==> config.mk <==
export PLATFORM = sky130hd
export DESIGN_NAME = sprite_renderer
export DESIGN_NICKNAME = d
export VERILOG_FILES = /design/src/rtl/sprite_pkg.sv /design/src/rtl/sprite_shape_rom.sv /design/src/rtl/sprite_renderer.sv
export SDC_FILE = /design/constraint.sdc
export NUM_CORES = 1
export LEC_CHECK = 0
export CORE_ASPECT_RATIO = 0.8
export CORE_MARGIN = 1
export CORE_UTILIZATION = 48
export CTS_CLUSTER_SIZE = 16
export DETAILED_ROUTE_END_ITERATION = 8
export PLACE_DENSITY = 0.88
export SLEW_MARGIN = 20
export SYNTH_ARGS = -nofsm -noshare
export SYNTH_HDL_FRONTEND = slang
export SYNTH_SLANG_ARGS = --single-unit
==> constraint.sdc <==
create_clock -name clk -period 5.5 [get_ports clk]
set_clock_uncertainty 0.15 [all_clocks]
set_input_delay 1.65 -clock clk [delete_from_list [all_inputs] [get_ports clk]]
set_output_delay 1.65 -clock clk [all_outputs]
set_load 0.02 [all_outputs]
==> src/rtl/sprite_pkg.sv <==
// -----------------------------------------------------------------------------
// sprite_pkg
// Shared definitions for the sprite renderer:
//   SHAPE_ROUND / SHAPE_SQUARE : encoding of the shape select bit
//   disc_bit(size, r, c)       : 1 when cell (r, c) of a size x size grid lies
//                                inside the inscribed disc
// -----------------------------------------------------------------------------
package sprite_pkg;

  localparam logic SHAPE_ROUND  = 1'b0;
  localparam logic SHAPE_SQUARE = 1'b1;

  // Cell (r, c) is on iff (2r+1-size)^2 + (2c+1-size)^2 <= size^2.
  // The signed offsets are folded into unsigned absolute distances so that
  // all arithmetic stays unsigned.
  function automatic logic disc_bit(input logic [6:0] size,
                                    input logic [5:0] r,
                                    input logic [5:0] c);
    logic [6:0]  odd_r;
    logic [6:0]  odd_c;
    logic [6:0]  dist_r;
    logic [6:0]  dist_c;
    logic [13:0] sum_sq;
    logic [13:0] lim_sq;
    odd_r  = {r, 1'b1};
    odd_c  = {c, 1'b1};
    dist_r = (odd_r >= size) ? (odd_r - size) : (size - odd_r);
    dist_c = (odd_c >= size) ? (odd_c - size) : (size - odd_c);
    sum_sq = (14'(dist_r) * 14'(dist_r)) + (14'(dist_c) * 14'(dist_c));
    lim_sq = 14'(size) * 14'(size);
    return (sum_sq <= lim_sq);
  endfunction

endpackage

==> src/rtl/sprite_shape_rom.sv <==
// -----------------------------------------------------------------------------
// sprite_shape_rom
// Combinational cell lookup for a SIZE x SIZE sprite.
//   shape_i   : SHAPE_ROUND or SHAPE_SQUARE
//   row_i     : cell row, 0 = top
//   col_i     : cell column, 0 = leftmost
//   cell_on_o : the addressed cell is part of the sprite
// The disc table is built from constants at elaboration, so it folds into
// plain LUT logic.
// -----------------------------------------------------------------------------
module sprite_shape_rom
  import sprite_pkg::*;
#(
  parameter int SIZE = 8
) (
  input  logic                    shape_i,
  input  logic [$clog2(SIZE)-1:0] row_i,
  input  logic [$clog2(SIZE)-1:0] col_i,
  output logic                    cell_on_o
);

  // Entry index is row*SIZE + col, i.e. the concatenation {row, col}.
  logic [SIZE*SIZE-1:0] disc_tbl;

  genvar gi;
  generate
    for (gi = 0; gi < SIZE * SIZE; gi++) begin : g_disc
      assign disc_tbl[gi] = disc_bit(7'(SIZE), 6'(gi / SIZE), 6'(gi % SIZE));
    end
  endgenerate

  assign cell_on_o = (shape_i == SHAPE_ROUND) ? disc_tbl[{row_i, col_i}] : 1'b1;

endmodule

==> src/rtl/sprite_renderer.sv <==
// -----------------------------------------------------------------------------
// sprite_renderer
// Two-stage pipelined "is this pixel covered by the sprite" generator with a
// per-frame collision flag.
//   clk, rst_n                   : pixel clock, async active-low reset
//   frame_start                  : frame pulse; latches pos/shape/enable and
//                                  publishes the collision of the closed frame
//   pos_x_in, pos_y_in           : sprite top-left (latched on frame_start)
//   shape_sel, enable_in         : shape and visibility (latched on frame_start)
//   pix_valid, pix_x, pix_y      : current pixel
//   bg_on                        : background object covers current pixel
//   pix_on, pix_on_valid         : result for the pixel from two cycles ago
//   collision                    : previous frame had a sprite/background hit
// -----------------------------------------------------------------------------
module sprite_renderer
  import sprite_pkg::*;
#(
  parameter int SIZE       = 8,
  parameter int SCALE_LOG2 = 0,
  parameter int X_W        = 10,
  parameter int Y_W        = 10
) (
  input  logic           clk,
  input  logic           rst_n,
  input  logic           frame_start,
  input  logic [X_W-1:0] pos_x_in,
  input  logic [Y_W-1:0] pos_y_in,
  input  logic           shape_sel,
  input  logic           enable_in,
  input  logic           pix_valid,
  input  logic [X_W-1:0] pix_x,
  input  logic [Y_W-1:0] pix_y,
  input  logic           bg_on,
  output logic           pix_on,
  output logic           pix_on_valid,
  output logic           collision
);

  localparam int AW = $clog2(SIZE);
  // On-screen sprite extent in pixels, at the width of the difference.
  localparam logic [X_W:0] EXT_X = (X_W+1)'(SIZE << SCALE_LOG2);
  localparam logic [Y_W:0] EXT_Y = (Y_W+1)'(SIZE << SCALE_LOG2);

  // ---------------- shadow registers ----------------
  logic [X_W-1:0] sx_q;
  logic [Y_W-1:0] sy_q;
  logic           sshape_q;
  logic           sen_q;

  always_ff @(posedge clk or negedge rst_n) begin
    if (!rst_n) begin
      sx_q     <= '0;
      sy_q     <= '0;
      sshape_q <= SHAPE_ROUND;
      sen_q    <= 1'b0;
    end else if (frame_start) begin
      sx_q     <= pos_x_in;
      sy_q     <= pos_y_in;
      sshape_q <= shape_sel;
      sen_q    <= enable_in;
    end
  end

  // ---------------- stage 1: offset, bounds, cell address ----------------
  logic [X_W:0]    dx;
  logic [Y_W:0]    dy;
  logic            inside_d;
  logic [AW-1:0]   col_d;
  logic [AW-1:0]   row_d;

  // MSB of each difference is the borrow: pixel left of / above the sprite.
  assign dx       = {1'b0, pix_x} - {1'b0, sx_q};
  assign dy       = {1'b0, pix_y} - {1'b0, sy_q};
  assign inside_d = ~dx[X_W] & ~dy[Y_W] & (dx < EXT_X) & (dy < EXT_Y);
  assign col_d    = dx[SCALE_LOG2 +: AW];
  assign row_d    = dy[SCALE_LOG2 +: AW];

  logic          valid1_q;
  logic          inside1_q;
  logic          bg1_q;
  logic [AW-1:0] col1_q;
  logic [AW-1:0] row1_q;
  logic          shape1_q;
  logic          en1_q;

  // Shape and enable travel with the pixel so a pixel coinciding with
  // frame_start is rendered entirely with the old frame's settings.
  always_ff @(posedge clk or negedge rst_n) begin
    if (!rst_n) begin
      valid1_q  <= 1'b0;
      inside1_q <= 1'b0;
      bg1_q     <= 1'b0;
      col1_q    <= '0;
      row1_q    <= '0;
      shape1_q  <= SHAPE_ROUND;
      en1_q     <= 1'b0;
    end else begin
      valid1_q  <= pix_valid;
      inside1_q <= inside_d;
      bg1_q     <= bg_on;
      col1_q    <= col_d;
      row1_q    <= row_d;
      shape1_q  <= sshape_q;
      en1_q     <= sen_q;
    end
  end

  // ---------------- stage 2: shape lookup ----------------
  logic cell_on;
  logic pix_on_d;

  sprite_shape_rom #(
    .SIZE(SIZE)
  ) u_shape_rom (
    .shape_i   (shape1_q),
    .row_i     (row1_q),
    .col_i     (col1_q),
    .cell_on_o (cell_on)
  );

  assign pix_on_d = valid1_q & inside1_q & en1_q & cell_on;

  logic pix_on_q;
  logic pix_on_valid_q;
  logic bg2_q;

  always_ff @(posedge clk or negedge rst_n) begin
    if (!rst_n) begin
      pix_on_q       <= 1'b0;
      pix_on_valid_q <= 1'b0;
      bg2_q          <= 1'b0;
    end else begin
      pix_on_q       <= pix_on_d;
      pix_on_valid_q <= valid1_q;
      bg2_q          <= bg1_q & valid1_q;
    end
  end

  // ---------------- collision accumulator ----------------
  logic hit;
  logic acc_q;
  logic acc_d;
  logic collision_q;
  logic collision_d;

  assign hit = pix_on_q & bg2_q;

  // A hit sitting in stage 2 on the frame_start edge belongs to the frame
  // being closed, hence it is OR-ed into the published flag.
  always_comb begin
    acc_d       = acc_q | hit;
    collision_d = collision_q;
    if (frame_start) begin
      collision_d = acc_q | hit;
      acc_d       = 1'b0;
    end
  end

  always_ff @(posedge clk or negedge rst_n) begin
    if (!rst_n) begin
      acc_q       <= 1'b0;
      collision_q <= 1'b0;
    end else begin
      acc_q       <= acc_d;
      collision_q <= collision_d;
    end
  end

  assign pix_on       = pix_on_q;
  assign pix_on_valid = pix_on_valid_q;
  assign collision    = collision_q;

endmodule

Word level (Yosys, flattened, before mapping)

Memory sizes are Yosys's and may differ from the RTL's.
Cells that the tools add are included.

ROM bits: 64
Output and inout port bits: 3
Logic and storage cells: 36
Register bits after elaboration: 38
Bits of input ports: 47
Memories: 1

Memories:

| memory           | words | width | rd ports | clocked after Yosys merged registers in | write ports | line                   | source |
|---|---|---|---|---|---|---|---|
| (name not given) | 64    | 1     | 1        | 0                                       | 0           | sprite_shape_rom.sv:32 | `assign cell_on_o = (shape_i == SHAPE_ROUND) ? disc_tbl[{row_i, col_i}] : 1'b1;` |

Bitwise logic cells: 11
Add/sub/neg operators: 2
$lt $le $gt $ge: 3
Multiplexer cells: 3

Operators by type and width:

| kind                  | number |
|---|---|
| $lt A11 B4 Y1 const B | 2 |
| $sub A10 B10 Y11      | 2 |
| $and A1 B1 Y1         | 8 |
| $lt A6 B7 Y1 const B  | 1 |
| $mux W1               | 3 |
| $not A1 Y1            | 2 |
| $or A1 B1 Y1          | 1 |

Longest topological paths before layout

Gate-level depths: netlist (run 1).

Word-level depth: 5
Mapped depth: 9
Mapped depth without buffers: 9

Hierarchy

A second synthesis (run 1) with hierarchy kept.

Cells, all modules: 267
Area, all modules: 2426.1 um2

By module, submodules not included:

| module           | seq. area each (um2) | cells an instance | times used | area an instance (um2) |
|---|---|---|---|---|
| sprite_renderer  | 950.9                | 259               | 1          | 2379.8 |
| sprite_shape_rom | 0.0                  | 8                 | 1          | 46.3 |

Least setup slack after synthesis (run 1)

No wires, ideal clock.

Path type: input-to-reg
Start: input port pix_x[0]
End: register inside1_q
Cell stages on the path: 9
Path slack: 2.001 ns
Data required time: 5.255 ns
Path buffers: 0
Arrival: 3.254 ns
Path through: inv_1 -> ha_1 -> fa_1 -> nand2b_1 -> a21oi_1 -> o21ai_0 -> a211oi_1 -> nand4_1 -> nor4b_2

Word-level cells in the longest chain between the ends: 5
Elaborated cells on any way between the ends: 6

Ends and longest elaborated chain:

| what                                                                  | line                  | source |
|---|---|---|
| start: declaration                                                    | sprite_renderer.sv:31 | `input logic [X_W-1:0] pix_x,` |
| $sub A10 B10 Y11 (*)                                                  | sprite_renderer.sv:72 | `assign dx = {1'b0, pix_x} - {1'b0, sx_q};` |
| parallel branches: the longest is 2 deep, another holds $lt A11 B4 Y1 | n/a                   |  |
| $and A1 B1 Y1 (*) (2 in series)                                       | sprite_renderer.sv:74 | `assign inside_d = ~dx[X_W] & ~dy[Y_W] & (dx < EXT_X) & (dy < EXT_Y);` |
| via inside_d                                                          | sprite_renderer.sv:67 | `logic inside_d;` |
| end signal: assignment                                                | sprite_renderer.sv:99 | `inside1_q <= inside_d;` |
| end: declaration                                                      | sprite_renderer.sv:79 | `logic inside1_q;` |

Mark *: on every way through the listed nets, which the timed path passes.
A chain may end at the register's enable or synchronous reset.

Worst setup path in the final report (run 1)

Same ends and word-level chain as after synthesis.

==> flow_summary_export.csv, run 1 <==
group,metric,value,unit
floorplan,die_area,5100,um^2
worst_setup_path,cp.required,5.53,ns
routing,ant_nets,0,
timing,slew_violations,0,
floorplan,dieHeight,64.0,um
run_status,status,"finished, final reports clean",
layout,drive_gt1_share,7.07,%
synthesis,synth.net_count,316,
placed_design,portBuffers,49,
timing,tns,0,ns
power_and_ir_drop,vdd_drop_max,0.000182,V
layout,instances_no_fill,357,
clock_tree,cts-root-buf,"clkbuf_8",
routing,routed-via-count,1857,
clock_tree,cts_hold_buf,0,
worst_setup_path,setup.worst_path.end_class,"flip-flop",
routing,finalWirelength,4710,um
global_routing,antenna_found_initial,0,
synthesis,syn_area,2310,um^2
global_routing,grt_pass1_wl,7850,um
floorplan,initial_core_util,50.2,%
timing,period_share,70.5,%
worst_setup_path,slowest_delay,0.45,ns
synthesis,ys_ff_latch,38,
routing,drt_iter0_drc,103,
worst_setup_path,r2r_start,"sx_q[0]",
clock_tree,clock-sinks,38,
worst_setup_path,cp-startpoint,"pix_x[0]",
global_routing,grt_pass1_vias,1707,
placed_design,dp_cells,349,
worst_setup_path,worstPathMaxFanout,3,
worst_setup_path,cp-start-kind,"input port",
global_routing,grt.total_usage,20.1,%
clock_tree,clockBufferDepth,2,
synthesis,synthDistinctLibCells,46,
global_routing,grt_start_max_net_pins,39,
worst_setup_path,cp_num_buf_inv,2,
worst_hold_path,hp-start,"sen_q",
floorplan,row_count,22,
timing,rsz0062_at_grt,"false",
floorplan,core,4600,um^2
clock_tree,clock_latency,0.28,ns
timing,fmax,258,MHz
synthesis,syn_area_per_cell,9.35,um^2
timing,period_needed,3.88,ns
synthesis,ys_async_sr_fraction,100,%
clock_tree,cts_buffers,5,
layout,nets,365,
synthesis,synth_warnings,0,
job,max_cap_violations,0,
worst_setup_path,crit_path_top_delay_cell,"clkdlybuf4s50_1",
global_routing,grt-ovfl-total,0,
synthesis,synthCells,247,
worst_setup_path,worstPathArrival,3.91,ns
routing,route.detailed.drc,0,
worst_setup_path,crit_family,"adder cells",
clock_tree,clk_pin_slew,0.08,ns
routing,vias_per_cell,5.20,
timing,relSlewSlack,46.7,%
placed_design,dp_hpwl,3630,um
synthesis,ys.flop_type,"dfrtp_1",
power_and_ir_drop,p_per_area,282,nW/um^2
clock_tree,cts_resized,0,
worst_setup_path,crit_chain,"clkdlybuf4s50_1 > inv_1 > ha_1 > fa_1 > nand2b_1 > a21oi_1 > o21ai_0 > a211oi_1 > nand4_1 > nor4b_2",
synthesis,synth-edff-count,0,
placed_design,gp_congestion,0.803,
floorplan,boundaryPins,50,
timing,hold_violations,0,
timing,finalSetupViolations,0,
timing,worstMarginPinSlew,0.800,ns
floorplan,fp.dieW,79.6,um
power_and_ir_drop,leakage,1.37,nW
worst_setup_path,crit_type,"in -> reg",
clock_tree,htree_levels,2,
routing,first_pass_iters,4,
layout,diodes,0,
routing,wire_per_inst,13.2,um
layout,area_delta_synth_final,29.4,%
worst_hold_path,min_path_type,"reg -> reg",
clock_tree,postCtsSetupBuffers,0,
synthesis,yosysSeqAreaShare,41.2,%
clock_tree,cts_tree,"built",
[state kept, by name, summed over array words and instances, names as in the netlist, 3 cells and up]
name,count
col1_q,3
row1_q,3
sx_q,10
sy_q,10
[metrics by stage]
| stage | hold WS, ns | utilization, % | power [mW] | instance area (um^2) | setup WS, ns |
|---|---|---|---|---|---|
| after floorplan | 0.200 | - | 0.476 | 2310 | 2.00 |
| after global placement | 0.207 | 61.9 | 0.545 | 2850 | 1.46 |
| after detailed placement | 0.228 | 61.9 | 0.554 | 2850 | 1.35 |
| after CTS | 0.246 | 65.0 | 0.848 | 2990 | 1.66 |
| after global routing | 0.248 | 65.0 | 0.889 | 2990 | 1.54 |
| final | 0.238 | 65.0 | 0.843 | 2990 | 1.62 |
[cells by family after synthesis]
family	after synthesis	share of synthesized area, %
AO/OA/AOI/OAI	79	22.8
adder cells (fa/ha/maj)	22	12.6
XOR/XNOR	6	2.28
buffers and inverters	41	6.77
multiplexers	5	2.60
AND/OR/NAND/NOR	56	11.9
flip-flops	38	41.2
[final cells by class]
cell class,instances,area (um^2)
Fill cell,365,1610
Multi-Input combinational cell,168,1200
Sequential cell,38,951
Timing Repair Buffer,50,493
Inverter,33,124
Clock buffer,6,82.6
Tap cell,60,75.1
Clock inverter,2,60.1
[synth_stat cells (4+ instances only)]
cell	number	share of area (%)
dfrtp_1	38	41
clkbuf_1	6	0.98
o21ai_0	29	6.3
o21a_1	4	1.3
ha_1	20	11
inv_1	33	5.4
mux2_2	4	2.0
nor2_1	8	1.3
xor2_1	4	1.5
nand3_1	6	1.3
nor2b_1	4	1.1
a21oi_1	14	3.0
nand2_1	23	3.7
a21o_1	6	2.0
[power by group]
group          internal, mW  switching [mW]  total, mW
Sequential            0.306          0.0122      0.319
Combinational         0.111           0.123      0.233
Clock                 0.193          0.0980      0.291
Total                 0.610           0.233      0.843
[cells in the final DEF, fill, tap and decap left out, types with 2 or more instances in the layout]
cell type,count
fa_1,2
bufinv_16,2
o21a_1,4
nand2_1,23
inv_1,33
nand2b_1,2
o2bb2ai_1,2
a21oi_1,14
a211oi_1,3
o31a_1,2
nand4_1,2
nand3_1,6
a32oi_1,2
o221ai_1,2
o21ai_1,2
nor2b_1,4
nor2_1,8
a31oi_1,2
xnor2_1,2
nor3_1,3
o21ai_0,29
xor2_1,4
clkdlybuf4s50_1,48
ha_1,20
a21o_1,6
clkbuf_8,6
or3_1,2
mux2_2,4
dfrtp_1,38
[final timing paths]
| path | end | slack (ns) | cells after the start |
|---|---|---|---|
| min in group asynchronous | row1_q[1] | 1.30 | 1 |
| max in group asynchronous | inside1_q | 3.40 | 1 |
| min | en1_q | 0.24 | 0 |
| max | inside1_q | 1.62 | 10 |
| min reg2reg | en1_q | 0.24 | 0 |
| max reg2reg | inside1_q | 3.08 | 8 |
[metal layers]
layer / routed length, um / up-vias / track usage, %
li1: - / 968 / -
met1: 2310 / 846 / 29.6
met2: 2160 / 43 / 30.4
met3: 234 / 0 / 4.43
met4: 0 / 0 / 3.41
met5: 0 / - / 0
Note: power is estimated with default switching activity, not from simulation.
==> inputs of run 2 (changes only) <==
Clock period 5.5 ns to 4.06 ns, I/O delays scaled along.
==> flow_summary_export.csv, run 2 (synthesis gave the netlist of run 1 again) <==
group,metric,value,unit
run_status,status,"finished, final reports clean",
timing,period_share,83.2,%
job,max_cap_violations,0,
timing,tns,0,ns
layout,final_common_cell,"clkdlybuf4s50_1",
global_routing,grt_pass1_vias,1791,
timing,relSlewSlack,45.1,%
worst_setup_path,crit_path_top_delay_cell,"clkdlybuf4s50_1",
clock_tree,cts_buffers,5,
floorplan,dieHeight,64.0,um
worst_setup_path,cp-start-kind,"input port",
worst_setup_path,cp.required,4.11,ns
routing,wire_per_inst,13.0,um
layout,top_regs,"sx_q: 10 flops, sy_q: 10 flops",
floorplan,core,4600,um^2
power_and_ir_drop,leakage,1.34,nW
global_routing,grt.total_usage,20.5,%
worst_setup_path,crit_type,"in -> reg",
floorplan,fp.dieW,79.6,um
clock_tree,cts_hold_buf,0,
routing,first_pass_iters,4,
clock_tree,cts-root-buf,"clkbuf_8",
timing,worstMarginPinSlew,0.822,ns
timing,fmax,296,MHz
clock_tree,clockBufferDepth,2,
layout,final_cell_mix,"clkdlybuf4s50_1, dfrtp_1, inv_1",
global_routing,antenna_found_initial,0,
floorplan,die_area,5100,um^2
routing,routed-via-count,1915,
worst_setup_path,crit_family,"adder cells",
clock_tree,cts_resized,0,
worst_setup_path,worstPathArrival,3.43,ns
clock_tree,clock_latency,0.29,ns
clock_tree,postCtsSetupBuffers,0,
floorplan,boundaryPins,50,
worst_setup_path,cp_num_buf_inv,2,
worst_setup_path,cp-startpoint,"pix_x[0]",
layout,diodes,0,
worst_setup_path,worstPathMaxFanout,3,
placed_design,dp_hpwl,3530,um
routing,route.detailed.drc,0,
global_routing,grt_start_max_net_pins,39,
worst_setup_path,reg2reg_depth,8,
routing,vias_per_cell,5.36,
floorplan,initial_core_util,50.2,%
placed_design,gp_congestion,0.853,
clock_tree,clock-sinks,38,
placed_design,portBuffers,49,
clock_tree,clk_pin_slew,0.08,ns
timing,period_needed,3.38,ns
worst_setup_path,setup.worst_path.end_class,"flip-flop",
worst_setup_path,crit_path_end,"inside1_q",
timing,slew_violations,0,
routing,ant_nets,0,
layout,nets,365,
routing,finalWirelength,4630,um
worst_setup_path,r2r_start,"sx_q[0]",
timing,hold_violations,0,
placed_design,place_ws,0.348,ns
routing,drt_iter0_drc,162,
worst_hold_path,min_path_type,"reg -> reg",
timing,finalSetupViolations,0,
worst_setup_path,crit_chain,"clkdlybuf4s50_1 > inv_1 > ha_1 > fa_1 > nand2b_1 > a21oi_1 > o21ai_0 > a211oi_1 > nand4_1 > nor4b_2",
timing,layout_setup_ws,0.683,ns
layout,fin_util,64.0,%
clock_tree,cts_tree,"built",
worst_setup_path,slowest_delay,0.45,ns
clock_tree,htree_levels,2,
timing,rsz0062_at_grt,"false",
global_routing,grt_pass1_wl,8010,um
floorplan,row_count,22,
global_routing,grt-ovfl-total,0,
layout,drive_gt1_share,7.07,%
power_and_ir_drop,p_per_area,345,nW/um^2
layout,area_delta_synth_final,27.3,%
worst_setup_path,r2r_setup_slack,1.70,ns
worst_setup_path,path_depth,10,
worst_setup_path,r2r-end,"inside1_q",
power_and_ir_drop,vdd_drop_max,0.000191,V
run 2: cell types whose count changed in the layout (fill, tap and decap cells not counted), sizes merged:
cell      delta
clkinv       +1
clkinvlp     +1
bufinv       -2
run 2: final cells by class:
class	count	area, um^2
Sequential cell	38	951
Fill cell	375	1660
Clock buffer	6	82.6
Tap cell	60	75.1
Timing Repair Buffer	50	493
Clock inverter	2	12.5
Inverter	33	124
Multi-Input combinational cell	168	1200
run 2: stage by stage:
step           instance area, um^2  instances  power [mW]  hold slack, ns
3_5_place_dp                  2850        349       0.747           0.209
4_1_cts                       2940        357        1.02           0.225
6_report                      2940        357        1.01           0.219
5_1_grt                       2940        357        1.08           0.248
3_3_place_gp                  2850        349       0.737           0.207
2_1_floorplan                 2310        247       0.645           0.200
run 2: power breakdown:
part	switching, mW	leakage [nW]	internal (mW)
Sequential	0.0161	0.461	0.415
Combinational	0.164	0.835	0.149
Clock	0.133	0.0472	0.136
run 2: how the worst min path moves through the flow:
stage	from	to	slack, ns	cells after the start
after floorplan	sen_q	en1_q	0.20	0
after global placement	sshape_q	shape1_q	0.21	0
after detailed placement	sshape_q	shape1_q	0.21	0
after CTS	sshape_q	shape1_q	0.22	0
after global routing	sshape_q	shape1_q	0.25	0
final	sshape_q	shape1_q	0.22	0
run 2: layer usage:
layer,vias to the layer above,share of wire (%),GRT usage (%)
li1,957,-,-
met1,882,49,29.8
met2,69,43,30.4
met3,7,6.5,5.00
met4,0,1.1,5.23
met5,-,0,0
==> inputs of run 3 (changes only) <==
Clock period 4.06 ns to 3.5 ns, I/O delays scaled along.
==> flow_summary_export.csv, run 3 (synthesis gave the netlist of run 1 again) <==
group,metric,value,unit
worst_setup_path,slowest_delay,0.45,ns
clock_tree,htree_levels,2,
layout,drive_gt1_share,7.69,%
worst_setup_path,worstPathMaxFanout,3,
routing,route.detailed.drc,0,
floorplan,fp.dieW,79.6,um
floorplan,die_area,5100,um^2
worst_setup_path,cp-start-kind,"input port",
global_routing,grt_pass1_wl,8110,um
routing,finalWirelength,4830,um
worst_setup_path,crit_family,"adder cells",
run_status,status,"finished, final reports clean",
power_and_ir_drop,leakage,1.38,nW
clock_tree,cts_tree,"built",
layout,final_common_cell,"clkdlybuf4s50_1",
clock_tree,cts_hold_buf,0,
layout,nets,367,
routing,wire_per_inst,13.4,um
placed_design,place_ws,-0.00453,ns
floorplan,initial_core_util,50.2,%
clock_tree,clk_pin_slew,0.08,ns
clock_tree,clock-sinks,38,
power_and_ir_drop,p_per_area,445,nW/um^2
timing,period_share,91.6,%
power_and_ir_drop,vdd_drop_max,0.000231,V
job,max_cap_violations,0,
layout,area_delta_synth_final,30.0,%
timing,fmax,312,MHz
floorplan,core,4600,um^2
clock_tree,cts_buffers,5,
placed_design,portBuffers,49,
layout,diodes,0,
routing,routed-via-count,1881,
power_and_ir_drop,seq_power_share,37.5,%
worst_setup_path,cp.required,3.56,ns
timing,period_needed,3.21,ns
routing,ant_nets,0,
global_routing,grt_start_max_net_pins,39,
timing,finalSetupViolations,0,
power_and_ir_drop,p_int,0.961,mW
timing,hold_violations,0,
placed_design,gp_congestion,0.872,
timing,tns,0,ns
worst_setup_path,cp_num_buf_inv,2,
placed_design,dp_hpwl,3590,um
global_routing,grt_pass1_vias,1778,
clock_tree,postCtsSetupBuffers,0,
routing,drt_iter0_drc,116,
timing,worstMarginPinSlew,0.819,ns
worst_setup_path,crit_type,"in -> reg",
worst_hold_path,min_path_type,"reg -> reg",
layout,stdcell_area,3000,um^2
floorplan,dieHeight,64.0,um
global_routing,grt.total_usage,21.2,%
layout,instances_no_fill,359,
placed_design,dp_cells,351,
clock_tree,cts_resized,0,
global_routing,antenna_found_initial,0,
power_and_ir_drop,combPwrFrac,27.6,%
worst_setup_path,worstPathArrival,3.26,ns
power_and_ir_drop,switching_share,28.0,%
global_routing,grt-ovfl-total,0,
layout,top_regs,"sx_q: 10 flops, sy_q: 10 flops",
clock_tree,clockBufferDepth,2,
timing,rsz0062_at_grt,"false",
power_and_ir_drop,power.share.clock,34.9,%
timing,relSlewSlack,45.4,%
routing,first_pass_iters,4,
worst_setup_path,crit_chain,"clkdlybuf4s50_1 > inv_1 > ha_1 > fa_1 > nor2b_1 > o31a_1 > a311oi_1 > xor2_1 > a32oi_1 > nor4b_2",
placed_design,placed_cell_area,2860,um^2
floorplan,boundaryPins,50,
timing,layout_setup_ws,0.294,ns
clock_tree,clock_latency,0.29,ns
worst_setup_path,setup.worst_path.end_class,"flip-flop",
worst_setup_path,crit_path_top_delay_cell,"clkdlybuf4s50_1",
timing,slew_violations,0,
layout,final_cell_mix,"clkdlybuf4s50_1, dfrtp_1, inv_1",
clock_tree,cts-root-buf,"clkbuf_8",
floorplan,row_count,22,
routing,vias_per_cell,5.24,
power_and_ir_drop,power.switching,0.374,mW
-- run 3: changes by cell type in the layout (fill, tap and decap cells not counted) --
cell	before	now
bufinv_16	0	2
buf_4	1	3
clkinv_2	1	0
clkinvlp_4	1	0
-- run 3: path summary, 6_finish.rpt --
check	start	end	slack (ns)	depth (start not counted)
max	pix_y[0]	inside1_q	0.29	10
min	sen_q	en1_q	0.23	0
max reg2reg	sy_q[2]	inside1_q	1.14	8
min reg2reg	sen_q	en1_q	0.23	0
max in group asynchronous	rst_n	sx_q[4]	1.99	1
min in group asynchronous	rst_n	row1_q[1]	0.70	1
-- run 3: routing by layer --
| metal | wire length (um) | global-route usage, % | vias to the layer above |
|---|---|---|---|
| li1 | - | - | 963 |
| met1 | 2340 | 29.5 | 864 |
| met2 | 2180 | 31.1 | 44 |
| met3 | 225 | 5.29 | 10 |
| met4 | 74 | 9.32 | 0 |
| met5 | 0 | 0 | - |
-- run 3: per-stage QoR --
step | util, % | power (mW) | hold slack, ns
2_1_floorplan | - | 0.748 | 0.200
3_3_place_gp | 62.2 | 0.858 | 0.206
3_5_place_dp | 62.2 | 0.871 | 0.217
4_1_cts | 65.3 | 1.34 | 0.233
5_1_grt | 65.3 | 1.41 | 0.240
6_report | 65.3 | 1.34 | 0.233
-- run 3: layout make-up --
cell class	instances	area [um^2]
timing repair buffer	52	508
inverter	33	124
clock inverter	2	60.1
multi-input combinational	168	1200
sequential	38	951
tap	60	75.1
fill	383	1590
clock buffer	6	82.6
-- run 3: power groups by stage --
stage	logic, mW	clock network, mW	registers, mW
global route	0.413	0.492	0.505
CTS	0.368	0.471	0.501
global placement	0.352	0	0.506
floorplan	0.242	0	0.506
finish	0.369	0.466	0.501
detailed placement	0.361	0	0.510
